<file path="src/rtl/alu_cmd_sequencer.sv">
// Command sequencer for the ALU-with-register datapath: queues host commands, issues them one
// at a time as a load/clear pulse, and returns each captured result over a valid/ready port.
module alu_cmd_sequencer #(
    parameter int unsigned DEPTH = 4
) (
    input  logic       clock,
    input  logic       reset,
    input  logic       cmd_valid,
    output logic       cmd_ready,
    input  logic [2:0] cmd_op,
    input  logic [3:0] cmd_data,
    input  logic       cmd_clear,
    output logic [2:0] alu_func,
    output logic [3:0] alu_a,
    output logic       alu_load,
    output logic       alu_clear,
    input  logic [7:0] alu_result,
    output logic       res_valid,
    input  logic       res_ready,
    output logic [7:0] res_data,
    output logic [3:0] res_op,
    output logic [7:0] done_count
);

    localparam int unsigned AW = (DEPTH > 1) ? $clog2(DEPTH) : 1;
    localparam int unsigned CW = AW + 1;

    typedef enum logic [1:0] {
        StIdle,
        StExec,
        StResp
    } state_e;

    state_e state_q, state_d;

    logic [7:0]    mem_q [DEPTH];
    logic [AW-1:0] wr_ptr_q, rd_ptr_q;
    logic [CW-1:0] count_q;

    logic       h_clr_q;
    logic [2:0] h_op_q;
    logic [3:0] h_data_q;

    logic [7:0] res_data_q;
    logic [3:0] res_op_q;
    logic [7:0] done_count_q;

    logic push, pop, complete;

    assign cmd_ready = (count_q < CW'(DEPTH)) && !reset;
    assign push      = cmd_valid && cmd_ready;

    // Operands come straight from the hold registers, so they keep the last issued values.
    assign alu_func   = h_op_q;
    assign alu_a      = h_data_q;
    assign res_data   = res_data_q;
    assign res_op     = res_op_q;
    assign done_count = done_count_q;

    always_comb begin
        state_d   = state_q;
        pop       = 1'b0;
        complete  = 1'b0;
        alu_load  = 1'b0;
        alu_clear = 1'b0;
        res_valid = 1'b0;
        unique case (state_q)
            StIdle: begin
                if (count_q != '0) begin
                    pop     = 1'b1;
                    state_d = StExec;
                end
            end
            StExec: begin
                // A reset landing in EXEC must not touch the ALU register.
                alu_load  = !h_clr_q && !reset;
                alu_clear = h_clr_q && !reset;
                state_d   = StResp;
            end
            StResp: begin
                res_valid = !reset;
                if (res_ready) begin
                    complete = 1'b1;
                    state_d  = StIdle;
                end
            end
            default: state_d = StIdle;
        endcase
    end

    always_ff @(posedge clock) begin
        if (push) begin
            mem_q[wr_ptr_q] <= {cmd_clear, cmd_op, cmd_data};
        end
    end

    always_ff @(posedge clock) begin
        if (reset) begin
            state_q      <= StIdle;
            wr_ptr_q     <= '0;
            rd_ptr_q     <= '0;
            count_q      <= '0;
            h_clr_q      <= 1'b0;
            h_op_q       <= '0;
            h_data_q     <= '0;
            res_data_q   <= '0;
            res_op_q     <= '0;
            done_count_q <= '0;
        end else begin
            state_q <= state_d;
            if (push) begin
                wr_ptr_q <= wr_ptr_q + AW'(1);
            end
            if (pop) begin
                {h_clr_q, h_op_q, h_data_q} <= mem_q[rd_ptr_q];
                rd_ptr_q                    <= rd_ptr_q + AW'(1);
            end
            if (push && !pop) begin
                count_q <= count_q + CW'(1);
            end else if (pop && !push) begin
                count_q <= count_q - CW'(1);
            end
            if (state_q == StExec) begin
                res_data_q <= h_clr_q ? 8'h00 : alu_result;
                res_op_q   <= {h_clr_q, h_op_q};
            end
            if (complete) begin
                done_count_q <= done_count_q + 8'd1;
            end
        end
    end

endmodule

</file>
<file path="config.mk">
export PLATFORM = sky130hd
export DESIGN_NAME = alu_cmd_sequencer
export DESIGN_NICKNAME = d
export VERILOG_FILES = /design/src/rtl/alu_cmd_sequencer.sv
export SDC_FILE = /design/constraint.sdc
export NUM_CORES = 1
export LEC_CHECK = 0
export ABC_CLOCK_PERIOD_IN_PS = 4090
export CELL_PAD_IN_SITES_DETAIL_PLACEMENT = 2
export CELL_PAD_IN_SITES_GLOBAL_PLACEMENT = 2
export CORE_MARGIN = 2
export CORE_UTILIZATION = 37
export DETAILED_ROUTE_END_ITERATION = 6
export HOLD_SLACK_MARGIN = 0.15
export PLACE_DENSITY = 0.82
export SYNTH_ARGS = -nofsm -noshare
export SYNTH_HDL_FRONTEND = slang
export SYNTH_SLANG_ARGS = --single-unit
</file>
<file path="constraint.sdc">
create_clock -name clock -period 4.09 [get_ports clock]
set_input_delay 1.0225 -clock clock [delete_from_list [all_inputs] [get_ports clock]]
set_output_delay 1.0225 -clock clock [all_outputs]
set_load 0.02 [all_outputs]
</file>
==> results of run 1 <==
per-stage QoR:
| stage | area [sq um] | power (mW) | std cells | worst slack, ns |
|---|---|---|---|---|
| final | 3570 | 2.20 | 383 | 0.545 |
| after global routing | 3570 | 2.34 | 383 | 0.406 |
| after CTS | 3570 | 2.24 | 383 | 0.509 |
| after detailed placement | 3350 | 1.63 | 367 | 0.520 |
| after global placement | 3350 | 1.59 | 367 | 0.534 |
| after floorplan | 2750 | 1.36 | 227 | 1.12 |
state kept, by name (all words and copies together), names as in the netlist, 3 cells and up:
| signal | count |
|---|---|
| count_q | 3 |
| res_op | 4 |
| res_data | 8 |
| mem_q | 32 |
| alu_func | 3 |
| alu_a | 4 |
| done_count | 8 |
worst max-delay path, stage by stage:
cell             delay [ns]
clkdlybuf4s50_1        0.58
nor3b_1                0.26
clkdlybuf4s50_1        0.65
synthesized netlist by cell type, drive strengths merged, types with 2 or more instances:
library cell and n:
a21oi 27, and2 4, buf 4, clkbuf 9
dfxtp 37, edfxtp 32, ha 6, inv 3
mux2 2, mux2i 2, mux4 8, nand2 21
nand3 11, nand3b 9, nor2 11, nor2b 3
nor3 2, nor3b 3, o21ai 12, o31ai 3
or3 5, or4 2, xor2 4
power by group through the flow:
stage	registers [mW]	logic [mW]	clock network, mW
floorplan	0.961	0.404	0
global placement	0.952	0.637	0
detailed placement	0.966	0.665	0
CTS	0.954	0.671	0.615
global route	0.972	0.727	0.644
finish	0.945	0.656	0.596
cell families (layout without fill, tap and decap cells):
kind of cell / after synthesis / in the layout / share of synthesized area
muxes: 12 / 12 / 0.0810
AOI/OAI and AO/OA: 42 / 42 / 0.0792
adders and majority gates: 7 / 7 / 0.0346
DFF: 69 / 69 / 0.619
buffers and inverters: 16 / 73 / 0.0227
and+or+nand+nor: 76 / 76 / 0.148
xor gates and xnor gates: 5 / 5 / 0.0159
how the worst min path moves through the flow:
stage,cells past startpoint,end,startpoint
after floorplan,2,count_q[2],count_q[2]
after global placement,2,res_data[0],res_data[0]
after detailed placement,2,res_op[0],res_op[0]
after CTS,2,res_op[0],res_op[0]
after global routing,2,res_data[5],res_data[5]
final,2,res_op[0],res_op[0]
area by class of cell:
type	count	area, sq um	area share
clock inverter	7	90.1	0.0253
clock buffer	9	124	0.0347
multi-input combinational	142	986	0.276
timing repair buffer	54	531	0.149
tap	99	124	0.0347
inverter	3	11.3	0.00316
sequential	69	1700	0.477
cells in the final DEF (no fill, tap or decap), drive strengths merged:
cell           netlist  final
clkdlybuf4s50        0     50
dfxtp               37     37
edfxtp              32     32
a21oi               27     27
nand2               21     21
o21ai               12     12
nor2                11     11
nand3               11     11
nand3b               9      9
clkbuf               9      9
mux4                 8      8
ha                   6      6
or3                  5      5
and2                 4      4
xor2                 4      4
buf                  4      4
inv                  3      3
nor2b                3      3
o31ai                3      3
clkinv               0      3
nor3b                3      3
nor3                 2      2
mux2i                2      2
or4                  2      2
mux2                 2      2
bufinv               0      2
clkinvlp             0      2
nand2b               1      1
or2                  1      1
xnor2                1      1
or3b                 1      1
nor4                 1      1
nand4b               1      1
fa                   1      1
layer usage:
layer | routed length, um | vias to the layer above | track usage
met2 | 3550 | 44 | 0.317
met5 | 0 | - | 0
li1 | - | 923 | -
met3 | 214 | 7 | 0.0377
met1 | 2840 | 970 | 0.208
met4 | 65 | 0 | 0.0577
==> key figures, run 1 <==
Floorplan
  – Die H: 90.2 um
  – DIE WIDTH: 90.2 um
  – Io pins: between 50 and 60
  – Die area: 8140 sq um
  – # rows: 31
  – CORE AREA: 7210 sq um
  – Initial Util: 0.381

Drt
  – Post-route ant nets: 0
  – Wire per inst: 17.4 um
  – Routed wire length: ~6.7 mm
  – Initial DRT Pass Iterations: 4
  – Via density: 5.08
  – DRT iter0 DRCs: 58
  – DRC: 0
  – Via count: 1944

Layout
  – P&R area growth vs syn: 29.7%
  – Nets: 306
  – Ant. Diodes: 0
  – Final Util: 0.494
  – Share of cells above drive strength 1: 0.116
  – # fillers: approximately 750

Critical path
  – Reg2reg setup slack: about 1.7 ns
  – Worst R2R End: count_q[2]
  – CP Capture Type: primary output
  – FF-to-FF path depth: 8
  – Critical R2R Launch: count_q[2]
  – CP Launch Type: input port
  – Crit path capture: res_valid
  – Critical Path RT: 3.07 ns
  – WS Path Type: in2out
  – Worst path arrival time: roughly 2.5 ns
  – CP max FO: 7
  – Critical path startpoint: reset

Power
  – Power density cells: around 620 nW/um^2
  – Power share of the combinational group: 0.298
  – Sw Pwr: just over 0.7 mW
  – Clk network pwr share: 0.271
  – Lkg Pwr: about 1.2 nW
  – Net Sw Frac: 0.328
  – Sequential fraction of design power: 0.430
  – Pint: between 1 and 1.5 mW
  – Maximum vdd drop: 300 uV

Synthesis
  – Ys async rst share: 0
  – Flops & latches, synth: 69
  – Sequential share of the synthesized area: 0.619
  – Post-synth EDFFs: 32
  – Post-synthesis cell area: between 2000 and 3000 sq um
  – Most used DFF post-synth: dfxtp_1
  – Synth warn: 0
  – Mapped Nets: roughly 250
  – Top cells by area, synth: edfxtp_1, dfxtp_1, mux4_2
  – Yosys top cell area share: 0.349
  – Largest area contributor in the netlist: edfxtp_1
  – Synth unique cells: 32
  – Cells after Synth: roughly 230
  – Avg Inst Size Synth: 12.1 sq um

Clock tree
  – CTS tree: done
  – CTS max path bufs: 2
  – CTS resizes: 0
  – Hold Buf Count CTS: 0
  – Setup Fix Bufs, Post-CTS: 0
  – H-Tree Level Count: 3
  – Root Buffer: clkbuf_8
  – Clk slew on worst S/H paths: around 0.080 ns
  – Num CTS Buffers: 9
  – CTS Sinks: 69
  – Skew-Pair Late Insertion Delay: 0.33 ns

Timing
  – Finish-stage setup viols: 0
  – Hold WS: around 0.46 ns
  – Worst slew pin tran: between 0.9 and 1 ns
  – Fin Setup TNS: 0 ns
  – Fin. Hold Viols: 0
  – Min Tclk post-route: between 3 and 4 ns
  – Final Cycle Share: 0.867
  – Fmax achieved: roughly 280 MHz
  – Unrepaired setup endpoints after global routing: false
  – Slew headroom: 0.385
  – Fin Clk Skew: 0.00959 ns
  – Fin. max-slew vios: 0

Outcome
  – Status: completed

Placed design
  – Buffers added on ports: 50
  – DP Wirelength: 4.82 mm
  – RePlAce Congestion: 0.692

Job
  – Max-Cap Viols: 0

GRT
  – Initial antenna violation count: 0
  – Total gr overflow: 0
  – First-pass GRT wire length: around 11 mm
  – GRT Total Usage: 0.176
  – Largest net degree at the start of global routing: 19
  – Vias in the first global route: 2160

Hold path
  – Min-Delay Path Class: reg2reg
No activity file was read; power rests on OpenSTA's default activity.
==> inputs of run 2 (changes only) <==
--- a/config.mk
+++ b/config.mk
@@ -9,10 +9,10 @@
 export CELL_PAD_IN_SITES_DETAIL_PLACEMENT = 2
 export CELL_PAD_IN_SITES_GLOBAL_PLACEMENT = 2
 export CORE_MARGIN = 2
-export CORE_UTILIZATION = 37
+export CORE_UTILIZATION = 35
 export DETAILED_ROUTE_END_ITERATION = 6
 export HOLD_SLACK_MARGIN = 0.15
-export PLACE_DENSITY = 0.82
+export PLACE_DENSITY = 0.78
 export SYNTH_ARGS = -nofsm -noshare
 export SYNTH_HDL_FRONTEND = slang
 export SYNTH_SLANG_ARGS = --single-unit
==> run 2 against run 1 <==
Net effect: fmax decreased by 2.1%; flip-flop and latch count unchanged; routed wire length rose by 0.84%; core utilization is 3.1 points lower; design area down 0.11%; sequential power is 0.4% lower; setup slack worse by 0.076 ns; first-iteration DRC count grew 14%; clock skew increased by 0.0016 ns; global-route usage fell by 0.58 points; highest routed layer unchanged.
==> key figures, run 2 (synthesis gave the netlist of run 1 again) <==
Outcome
  – Status: completed

Power
  – Sequential fraction of design power: 0.427
  – Power share of the combinational group: 0.300
  – Power density cells: 619 nW/um^2
  – Maximum vdd drop: between 200 and 300 uV
  – Sw Pwr: about 0.73 mW
  – Clk network pwr share: 0.273
  – Net Sw Frac: 0.331
  – Pint: roughly 1.5 mW
  – Lkg Pwr: 1.19 nW

Layout
  – Max reg flops: 32
  – Share of cells above drive strength 1: 0.113
  – Ant. Diodes: 0
  – # fillers: between 800 and 900
  – Most frequent cells in the layout: clkdlybuf4s50_1, dfxtp_1, edfxtp_1
  – Most common cell after layout, fill and taps aside: clkdlybuf4s50_1
  – Final Cell Area: 3560 sq um
  – Register with the most flip-flops: mem_q
  – P&R area growth vs syn: 29.6%
  – Nets: roughly 310

Drt
  – Via density: approximately 5
  – DRT iter0 DRCs: 66
  – Routed wire length: 6.73 mm
  – DRC: 0
  – Wire per inst: between 15 and 20 um
  – Initial DRT Pass Iterations: 4
  – Via count: 1922
  – Post-route ant nets: 0

Floorplan
  – DIE WIDTH: between 90 and 100 um
  – Die H: 92.6 um
  – Initial Util: 0.358
  – Die area: 8580 sq um
  – Io pins: 51
  – # rows: 32
  – CORE AREA: 7690 sq um

Job
  – Max-Cap Viols: 0

Clock tree
  – Hold Buf Count CTS: 0
  – Setup Fix Bufs, Post-CTS: 0
  – Num CTS Buffers: 9
  – Clk slew on worst S/H paths: approximately 0.070 ns
  – Skew-Pair Late Insertion Delay: roughly 0.34 ns
  – H-Tree Level Count: 3
  – CTS tree: done
  – CTS resizes: 0
  – Root Buffer: clkbuf_8
  – CTS max path bufs: 2
  – CTS Sinks: just under 70

Placed design
  – DP Area: about 3300 sq um
  – RePlAce Congestion: approximately 0.75
  – DP Wirelength: 4.81 mm
  – Buffers added on ports: 50
  – Place WS: between 0.4 and 0.5 ns

GRT
  – GRT Total Usage: 0.170
  – Total gr overflow: 0
  – Initial antenna violation count: 0
  – Vias in the first global route: 2085
  – First-pass GRT wire length: 11.0 mm
  – Largest net degree at the start of global routing: 19

Timing
  – Fmax achieved: 276 MHz
  – Fin Setup TNS: 0 ns
  – Final Cycle Share: 0.885
  – Finish-stage setup viols: 0
  – Fin Clk Skew: around 0.011 ns
  – Final worst-path setup slack: ~0.47 ns
  – Hold WS: ~0.45 ns
  – Slew headroom: 0.351
  – Fin. max-slew vios: 0
  – Fin. Hold Viols: 0
  – Unrepaired setup endpoints after global routing: false
  – Min Tclk post-route: roughly 3.6 ns
  – Worst slew pin tran: ~0.97 ns

Critical path
  – CP Launch Type: input port
  – CP max FO: 11
  – Critical Path RT: 3.07 ns
  – Worst path arrival time: approximately 2.6 ns
  – WS Path Type: in2out
  – CP Capture Type: primary output

Hold path
  – Min-Delay Path Class: reg2reg
## run 2: worst paths after layout
check,startpoint,end,slack [ns],cells past startpoint
max,reset,alu_clear,0.47,3
min,res_data[6],res_data[6],0.45,2
max reg2reg,count_q[2],count_q[2],1.67,8
min reg2reg,res_data[6],res_data[6],0.45,2
## run 2: power groups by stage
stage,Combinational (mW),Sequential (mW),Clock [mW]
global placement,0.636,0.958,0
global route,0.728,0.965,0.652
finish,0.661,0.941,0.603
detailed placement,0.670,0.962,0
floorplan,0.404,0.961,0
CTS,0.673,0.946,0.623
## run 2: metrics by stage
step	power, mW	utilization	instances
floorplan	1.36	-	227
global placement	1.59	0.436	369
detailed placement	1.63	0.436	369
CTS	2.24	0.464	385
global route	2.35	0.464	385
finish	2.20	0.464	385
## run 2: cell type report
type                       instances  area [sq um]  share of cell area
tap                              102           128              0.0358
clock inverter                     7          90.1              0.0253
sequential                        69          1700               0.478
inverter                           3          11.3             0.00316
timing repair buffer              53           523               0.147
clock buffer                       9           124              0.0348
multi-input combinational        142           986               0.277
## run 2: layer usage
layer | up-vias | GRT usage | part of all wire
met1 | 954 | 0.196 | 0.42
met5 | - | 0 | 0
met4 | 0 | 0.0699 | 0.013
li1 | 921 | - | -
met2 | 41 | 0.309 | 0.53
met3 | 6 | 0.0317 | 0.033
## run 2: worst max-delay path: stages
cell	delay (ns)
clkdlybuf4s50_1	0.65
nor3b_1	0.28
clkdlybuf4s50_1	0.64
==> inputs of run 3 (changes only) <==
--- a/config.mk
+++ b/config.mk
@@ -10,6 +10,7 @@
 export CELL_PAD_IN_SITES_GLOBAL_PLACEMENT = 2
 export CORE_MARGIN = 2
 export CORE_UTILIZATION = 35
+export CTS_BUF_LIST = sky130_fd_sc_hd__clkbuf_4 sky130_fd_sc_hd__clkbuf_8 sky130_fd_sc_hd__clkbuf_16
 export DETAILED_ROUTE_END_ITERATION = 6
 export HOLD_SLACK_MARGIN = 0.15
 export PLACE_DENSITY = 0.78
==> results of run 3 <==
Same layout as run 2: the final DEF is identical, and so are final timing and power.
